$ cat config.mk
export PLATFORM = sky130hd
export DESIGN_NAME = cpu_clk_ctrl_flat
export DESIGN_NICKNAME = d
export VERILOG_FILES = /design/src/rtl/cpu_clk_ctrl_if.sv /design/src/rtl/cpu_clk_ctrl.sv /design/src/flat_wrapper.sv
export SDC_FILE = /design/constraint.sdc
export NUM_CORES = 1
export LEC_CHECK = 0
export CORE_ASPECT_RATIO = 0.7
export CORE_MARGIN = 2
export CORE_UTILIZATION = 54
export CTS_BUF_LIST = sky130_fd_sc_hd__clkbuf_8
export DETAILED_ROUTE_END_ITERATION = 16
export PLACE_DENSITY = 0.87
export RECOVER_POWER = 25
export SETUP_SLACK_MARGIN = 0.1
export SYNTH_ARGS = -nofsm -noshare
export SYNTH_HDL_FRONTEND = slang
export SYNTH_SLANG_ARGS = --single-unit
export TNS_END_PERCENT = 1
$ cat constraint.sdc
create_clock -name clk -period 5.8 [get_ports clk]
set_clock_uncertainty 0.15 [all_clocks]
set_input_delay 1.16 -clock clk [delete_from_list [all_inputs] [get_ports clk]]
set_output_delay 1.16 -clock clk [all_outputs]
set_load 0.01 [all_outputs]
$ cat src/rtl/cpu_clk_ctrl_if.sv
// Request/status bundle between the CPU clock sequencer and its controller
// (debug unit or board logic). The controller drives the requests and the
// sequencer drives the clock outputs and status.
interface cpu_clk_ctrl_if #(
   parameter int BURST_W = 16
);
   logic               run_req;
   logic               halt_req;
   logic               step_req;
   logic               burst_req;
   logic [BURST_W-1:0] burst_len;
   logic               cpu_clk;
   logic               cpu_ce;
   logic               halted;
   logic               done;
   logic [31:0]        cycle_count;

   modport master (
      output run_req, halt_req, step_req, burst_req, burst_len,
      input  cpu_clk, cpu_ce, halted, done, cycle_count
   );

   modport slave (
      input  run_req, halt_req, step_req, burst_req, burst_len,
      output cpu_clk, cpu_ce, halted, done, cycle_count
   );
endinterface

$ cat src/rtl/cpu_clk_ctrl.sv
// CPU clock sequencer for the 6502 core. Divides the system clock by DIV to
// produce a square-wave cpu_clk and a one-clock cpu_ce strobe at the end of
// each CPU cycle. A run/halt/step/burst state machine gates cycle generation;
// every state change that stops the CPU lands on a CPU-cycle boundary.
module cpu_clk_ctrl #(
   parameter int SYS_CLK = 50000000,
   parameter int CLK_OUT = 1000000,
   parameter int DIV     = SYS_CLK / CLK_OUT,
   parameter int BURST_W = 16
) (
   input logic          clk,
   input logic          rst_n,
   cpu_clk_ctrl_if.slave bus
);

   localparam int PW = (DIV > 2) ? $clog2(DIV) : 1;
   // Last phase of a CPU cycle; the edge leaving it is the wrap edge.
   localparam logic [PW-1:0] PH_LAST = PW'(DIV - 1);
   // Phase whose exit raises cpu_clk; odd DIV gives the longer high half.
   localparam logic [PW-1:0] PH_RISE = PW'(DIV / 2 - 1);

   typedef enum logic [2:0] {
      ST_HALT  = 3'd0,
      ST_RUN   = 3'd1,
      ST_STOP  = 3'd2,
      ST_STEP  = 3'd3,
      ST_BURST = 3'd4
   } state_t;

   state_t             state_r;
   logic [PW-1:0]      phase_r;
   logic               cpu_clk_r;
   logic               cpu_ce_r;
   logic               halted_r;
   logic               done_r;
   logic [31:0]        count_r;
   logic [BURST_W-1:0] remaining_r;
   logic               wrap_s;

   // The phase counter only moves outside HALT, so a wrap is impossible there.
   assign wrap_s = (state_r != ST_HALT) && (phase_r == PH_LAST);

   // Divider, strobes and run/halt/step/burst sequencing.
   always_ff @(posedge clk) begin
      if (!rst_n) begin
         state_r     <= ST_HALT;
         phase_r     <= '0;
         cpu_clk_r   <= 1'b0;
         cpu_ce_r    <= 1'b0;
         halted_r    <= 1'b1;
         done_r      <= 1'b0;
         count_r     <= 32'd0;
         remaining_r <= '0;
      end else begin
         cpu_ce_r <= 1'b0;
         done_r   <= 1'b0;

         if (state_r == ST_HALT) begin
            phase_r   <= '0;
            cpu_clk_r <= 1'b0;
         end else if (wrap_s) begin
            phase_r   <= '0;
            cpu_clk_r <= 1'b0;
            cpu_ce_r  <= 1'b1;
            count_r   <= count_r + 32'd1;
         end else begin
            phase_r <= phase_r + PW'(1);
            if (phase_r == PH_RISE) begin
               cpu_clk_r <= 1'b1;
            end else begin
               cpu_clk_r <= cpu_clk_r;
            end
         end

         case (state_r)
            ST_HALT: begin
               if (bus.halt_req) begin
                  state_r  <= ST_HALT;
                  halted_r <= 1'b1;
               end else if (bus.step_req) begin
                  state_r  <= ST_STEP;
                  halted_r <= 1'b0;
               end else if (bus.burst_req) begin
                  if (bus.burst_len != '0) begin
                     remaining_r <= bus.burst_len;
                     state_r     <= ST_BURST;
                     halted_r    <= 1'b0;
                  end else begin
                     // Zero-length burst completes immediately without a cycle.
                     done_r   <= 1'b1;
                     state_r  <= ST_HALT;
                     halted_r <= 1'b1;
                  end
               end else if (bus.run_req) begin
                  state_r  <= ST_RUN;
                  halted_r <= 1'b0;
               end else begin
                  state_r  <= ST_HALT;
                  halted_r <= 1'b1;
               end
            end
            ST_RUN: begin
               if (bus.halt_req || !bus.run_req) begin
                  state_r <= ST_STOP;
               end else begin
                  state_r <= ST_RUN;
               end
               halted_r <= 1'b0;
            end
            ST_STOP: begin
               if (wrap_s) begin
                  state_r  <= ST_HALT;
                  halted_r <= 1'b1;
               end else begin
                  state_r  <= ST_STOP;
                  halted_r <= 1'b0;
               end
            end
            ST_STEP: begin
               if (wrap_s) begin
                  done_r   <= 1'b1;
                  state_r  <= ST_HALT;
                  halted_r <= 1'b1;
               end else begin
                  state_r  <= ST_STEP;
                  halted_r <= 1'b0;
               end
            end
            ST_BURST: begin
               if (wrap_s && (remaining_r == BURST_W'(1))) begin
                  remaining_r <= '0;
                  done_r      <= 1'b1;
                  state_r     <= ST_HALT;
                  halted_r    <= 1'b1;
               end else if (wrap_s) begin
                  remaining_r <= remaining_r - BURST_W'(1);
                  state_r     <= bus.halt_req ? ST_STOP : ST_BURST;
                  halted_r    <= 1'b0;
               end else if (bus.halt_req) begin
                  // Abandon the burst; the current cycle still completes.
                  state_r  <= ST_STOP;
                  halted_r <= 1'b0;
               end else begin
                  state_r  <= ST_BURST;
                  halted_r <= 1'b0;
               end
            end
            default: begin
               state_r  <= ST_HALT;
               halted_r <= 1'b1;
            end
         endcase
      end
   end

   assign bus.cpu_clk     = cpu_clk_r;
   assign bus.cpu_ce      = cpu_ce_r;
   assign bus.halted      = halted_r;
   assign bus.done        = done_r;
   assign bus.cycle_count = count_r;

endmodule
$ cat src/flat_wrapper.sv
// flat-port wrapper written by rule: the top's interface ports become plain ports
module cpu_clk_ctrl_flat 
#(
   parameter int SYS_CLK = 50000000,
   parameter int CLK_OUT = 1000000,
   parameter int DIV     = SYS_CLK / CLK_OUT,
   parameter int BURST_W = 16
)
  (clk, rst_n, bus_run_req, bus_halt_req, bus_step_req, bus_burst_req, bus_burst_len, bus_cpu_clk, bus_cpu_ce, bus_halted, bus_done, bus_cycle_count);
  cpu_clk_ctrl_if #(.BURST_W(BURST_W)) bus_i ();
  input logic clk;
  input logic rst_n;
  input wire logic [$bits(bus_i.run_req)-1:0] bus_run_req;
  input wire logic [$bits(bus_i.halt_req)-1:0] bus_halt_req;
  input wire logic [$bits(bus_i.step_req)-1:0] bus_step_req;
  input wire logic [$bits(bus_i.burst_req)-1:0] bus_burst_req;
  input wire logic [$bits(bus_i.burst_len)-1:0] bus_burst_len;
  output wire logic [$bits(bus_i.cpu_clk)-1:0] bus_cpu_clk;
  output wire logic [$bits(bus_i.cpu_ce)-1:0] bus_cpu_ce;
  output wire logic [$bits(bus_i.halted)-1:0] bus_halted;
  output wire logic [$bits(bus_i.done)-1:0] bus_done;
  output wire logic [$bits(bus_i.cycle_count)-1:0] bus_cycle_count;
  assign bus_i.run_req = bus_run_req;
  assign bus_i.halt_req = bus_halt_req;
  assign bus_i.step_req = bus_step_req;
  assign bus_i.burst_req = bus_burst_req;
  assign bus_i.burst_len = bus_burst_len;
  assign bus_cpu_clk = bus_i.cpu_clk;
  assign bus_cpu_ce = bus_i.cpu_ce;
  assign bus_halted = bus_i.halted;
  assign bus_done = bus_i.done;
  assign bus_cycle_count = bus_i.cycle_count;
  cpu_clk_ctrl #(.SYS_CLK(SYS_CLK), .CLK_OUT(CLK_OUT), .DIV(DIV), .BURST_W(BURST_W)) u_core (.clk(clk), .rst_n(rst_n), .bus(bus_i));
endmodule
==> impl_metrics.py <==
metrics = {
    "route": {
        "first_iter_violations": 230,
        "num_vias": 3088,
        "drt-wirelength-per-cell_um": 15.4,
        "wl_mm": 7.96,
        "antenna_left": 0,
        "firstDrtPassIters": 5,
        "drc_errors": 0,
        "drt-vias-per-instance": 5.98,
    },
    "pwr": {
        "peakVddDrop_uv": 211,
        "power.leakage_nw": 1.49,
        "powerDensity_nw_per_um2": 226,
    },
    "critical_path": {
        "crit_required_ns": 5.88,
        "path_max_fanout": 33,
        "worstSetupStartpointType": "input port",
        "critPathKind": "in2reg",
        "crit_path_end_kind": "flip-flop",
        "arrival_ns": 3.43,
    },
    "die": {
        "start_util_pct": 56.7,
        "ios": 58,
        "fp.dieW_um": 97.4,
        "coreArea_um2": 5810,
        "die_h_um": 69.4,
        "dieArea_um2": 6760,
        "fp-row-count": 23,
    },
    "clock_network": {
        "cts_setup_buffers": 0,
        "clock_path_buffers": 2,
        "clk_latency_ns": 0.34,
        "cts.htree.levels": 3,
        "ctsHoldBuffers": 0,
        "root_buffer": "clkbuf_8",
        "path_clk_slew_ns": 0.07,
        "clock-sinks": 61,
        "cts_tree": "done",
        "cts_buffers": 9,
        "post_cts_resized": 0,
    },
    "sta": {
        "finalCriticalPeriod_ns": 3.35,
        "slew_viol_final": 0,
        "tns_ns": 0,
        "fmax_mhz": 298,
        "finalHoldViolations": 0,
        "setup_viol": 0,
        "period_share_pct": 57.8,
        "rsz0062_at_grt": "no",
        "tightestPinTransition_ns": 1.02,
        "maxSlewHeadroom_pct": 31.9,
    },
    "layout": {
        "fillers": 445,
        "fin_util_pct": 69.2,
        "syn_to_final_growth_pct": 21.9,
        "seq_area_um2": 1220,
        "design_area_um2": 4020,
        "nNetsFinal": 464,
        "multiInputGateArea_um2": 1890,
        "drive_gt1_share_pct": 7.94,
        "num_antenna_cells": 0,
    },
    "job": {
        "cap_violations": 0,
    },
    "placement": {
        "dp_hpwl_mm": 5.65,
        "gp_congestion": 0.855,
        "portBuffers": 57,
        "place_area_um2": 3830,
    },
    "synthesis": {
        "netlist_top_cells_count": "61 x dfxtp_1, 47 x nor2_1, 23 x nand2_1, 23 x o21ai_0, 21 x nand4_1",
        "synth_area_leader_cell": "dfxtp_1",
        "synth_fp_nets": 415,
        "synth.distinct_cells": 58,
        "ys_ff_latch": 61,
        "syn_area_per_cell_um2": 8.52,
        "synthArstFlopShare_pct": 0,
        "yosysSeqAreaShare_pct": 37.0,
        "yosysTopAreaCellShare_pct": 37.0,
        "synth.area.top_cells": "dfxtp_1 37%, nor2_1 5.3%, a32o_1 4.2%, xor2_1 4.2%, nand4_1 4.0%",
        "synth_cells": 387,
        "ys_dominant_reg_cell": "dfxtp_1",
        "synth_area_um2": 3300,
        "ys_warn_count": 0,
        "synth_edf_count": 0,
        "synth.most_common_cell": "dfxtp_1",
    },
    "grt": {
        "first_global_vias": 2774,
        "overflow": 0,
        "antenna_found_initial": 0,
        "grt_usage_pct": 24.0,
        "grt_pass1_wl_mm": 13.2,
        "grt_max_degree": 34,
    },
    "hold_path": {
        "hold_path.class": "reg2reg",
    },
    "run_status": {
        "outcome": "finished, final reports clean",
    },
}
## worst max-delay path, cell delays in order
cell           delay (ns)
dlygate4sd3_1        1.09
inv_1                0.71
a2111oi_2            0.46
## routing by layer
metal / global-route usage (%) / routed length [um] / up-vias
met2: 36.1 / 3580 / 114
met3: 7.36 / 560 / 22
met1: 32.8 / 3660 / 1415
li1: - / - / 1537
met4: 8.33 / 158 / 0
met5: 0 / 0 / -
## layout make-up
class / instances / area share [%]
Multi-Input combinational cell: 294 / 47.0
Inverter: 12 / 1.12
Clock buffer: 10 / 3.42
Timing Repair Buffer: 58 / 14.4
Tap cell: 75 / 2.33
Clock inverter: 6 / 1.37
Sequential cell: 61 / 30.4
## power by group
part           switching (W)  internal [W]  total, W
registers         0.00000968      0.000426  0.000436
logic              0.0000614     0.0000455  0.000107
clock network       0.000161      0.000205  0.000367
## flip-flops by register name, summed over array words and instances, names as in the netlist
register                cells
u_core.bus.cpu_ce           1
u_core.bus.cpu_clk          1
u_core.bus.cycle_count     32
u_core.bus.done             1
u_core.bus.halted           1
u_core.phase_r              6
u_core.remaining_r         16
u_core.state_r              3
## worst paths after layout
path	to	slack, ns	cells after the start	startpoint
worst max register to register	u_core.remaining_r[5]	3.05	5	u_core.remaining_r[8]
worst min-delay path	u_core.bus.cpu_clk	0.33	2	u_core.bus.cpu_clk
worst min register to register	u_core.bus.cpu_clk	0.33	2	u_core.bus.cpu_clk
worst max-delay path	u_core.state_r[2]	2.45	3	rst_n
## layout by cell type (no fill, tap or decap), types with 9 or more instances in the layout
cell type / instances
nor4_1: 9
nand2_1: 23
inv_1: 14
nor2_1: 47
dlygate4sd3_1: 23
a32o_1: 14
clkdlybuf4s50_1: 34
nor3_1: 11
or3_1: 13
nand4_1: 21
nand3_1: 17
a21oi_1: 17
clkbuf_8: 10
dfxtp_1: 61
xor2_1: 16
o21ai_0: 23
## metrics by stage
| stage | worst slack [ns] | instances | hold slack [ns] | power [W] |
|---|---|---|---|---|
| 6_report | 2.45 | 516 | 0.327 | 0.000910 |
| 5_1_grt | 2.27 | 516 | 0.349 | 0.000946 |
| 4_1_cts | 2.53 | 516 | 0.337 | 0.000914 |
| 3_5_place_dp | 2.16 | 500 | 0.310 | 0.000550 |
| 3_3_place_gp | 2.21 | 500 | 0.310 | 0.000547 |
| 2_1_floorplan | 3.14 | 387 | 0.295 | 0.000520 |
## cell families after synthesis
group | after synthesis | share of synthesized area, %
flops | 61 | 37.0
fa+ha+maj | 6 | 2.28
buf+inv | 32 | 5.69
compound gates | 85 | 18.1
mux | 1 | 0.304
xor+xnor | 23 | 6.11
simple gates | 179 | 30.5
Power figures use the tool's default switching activity.
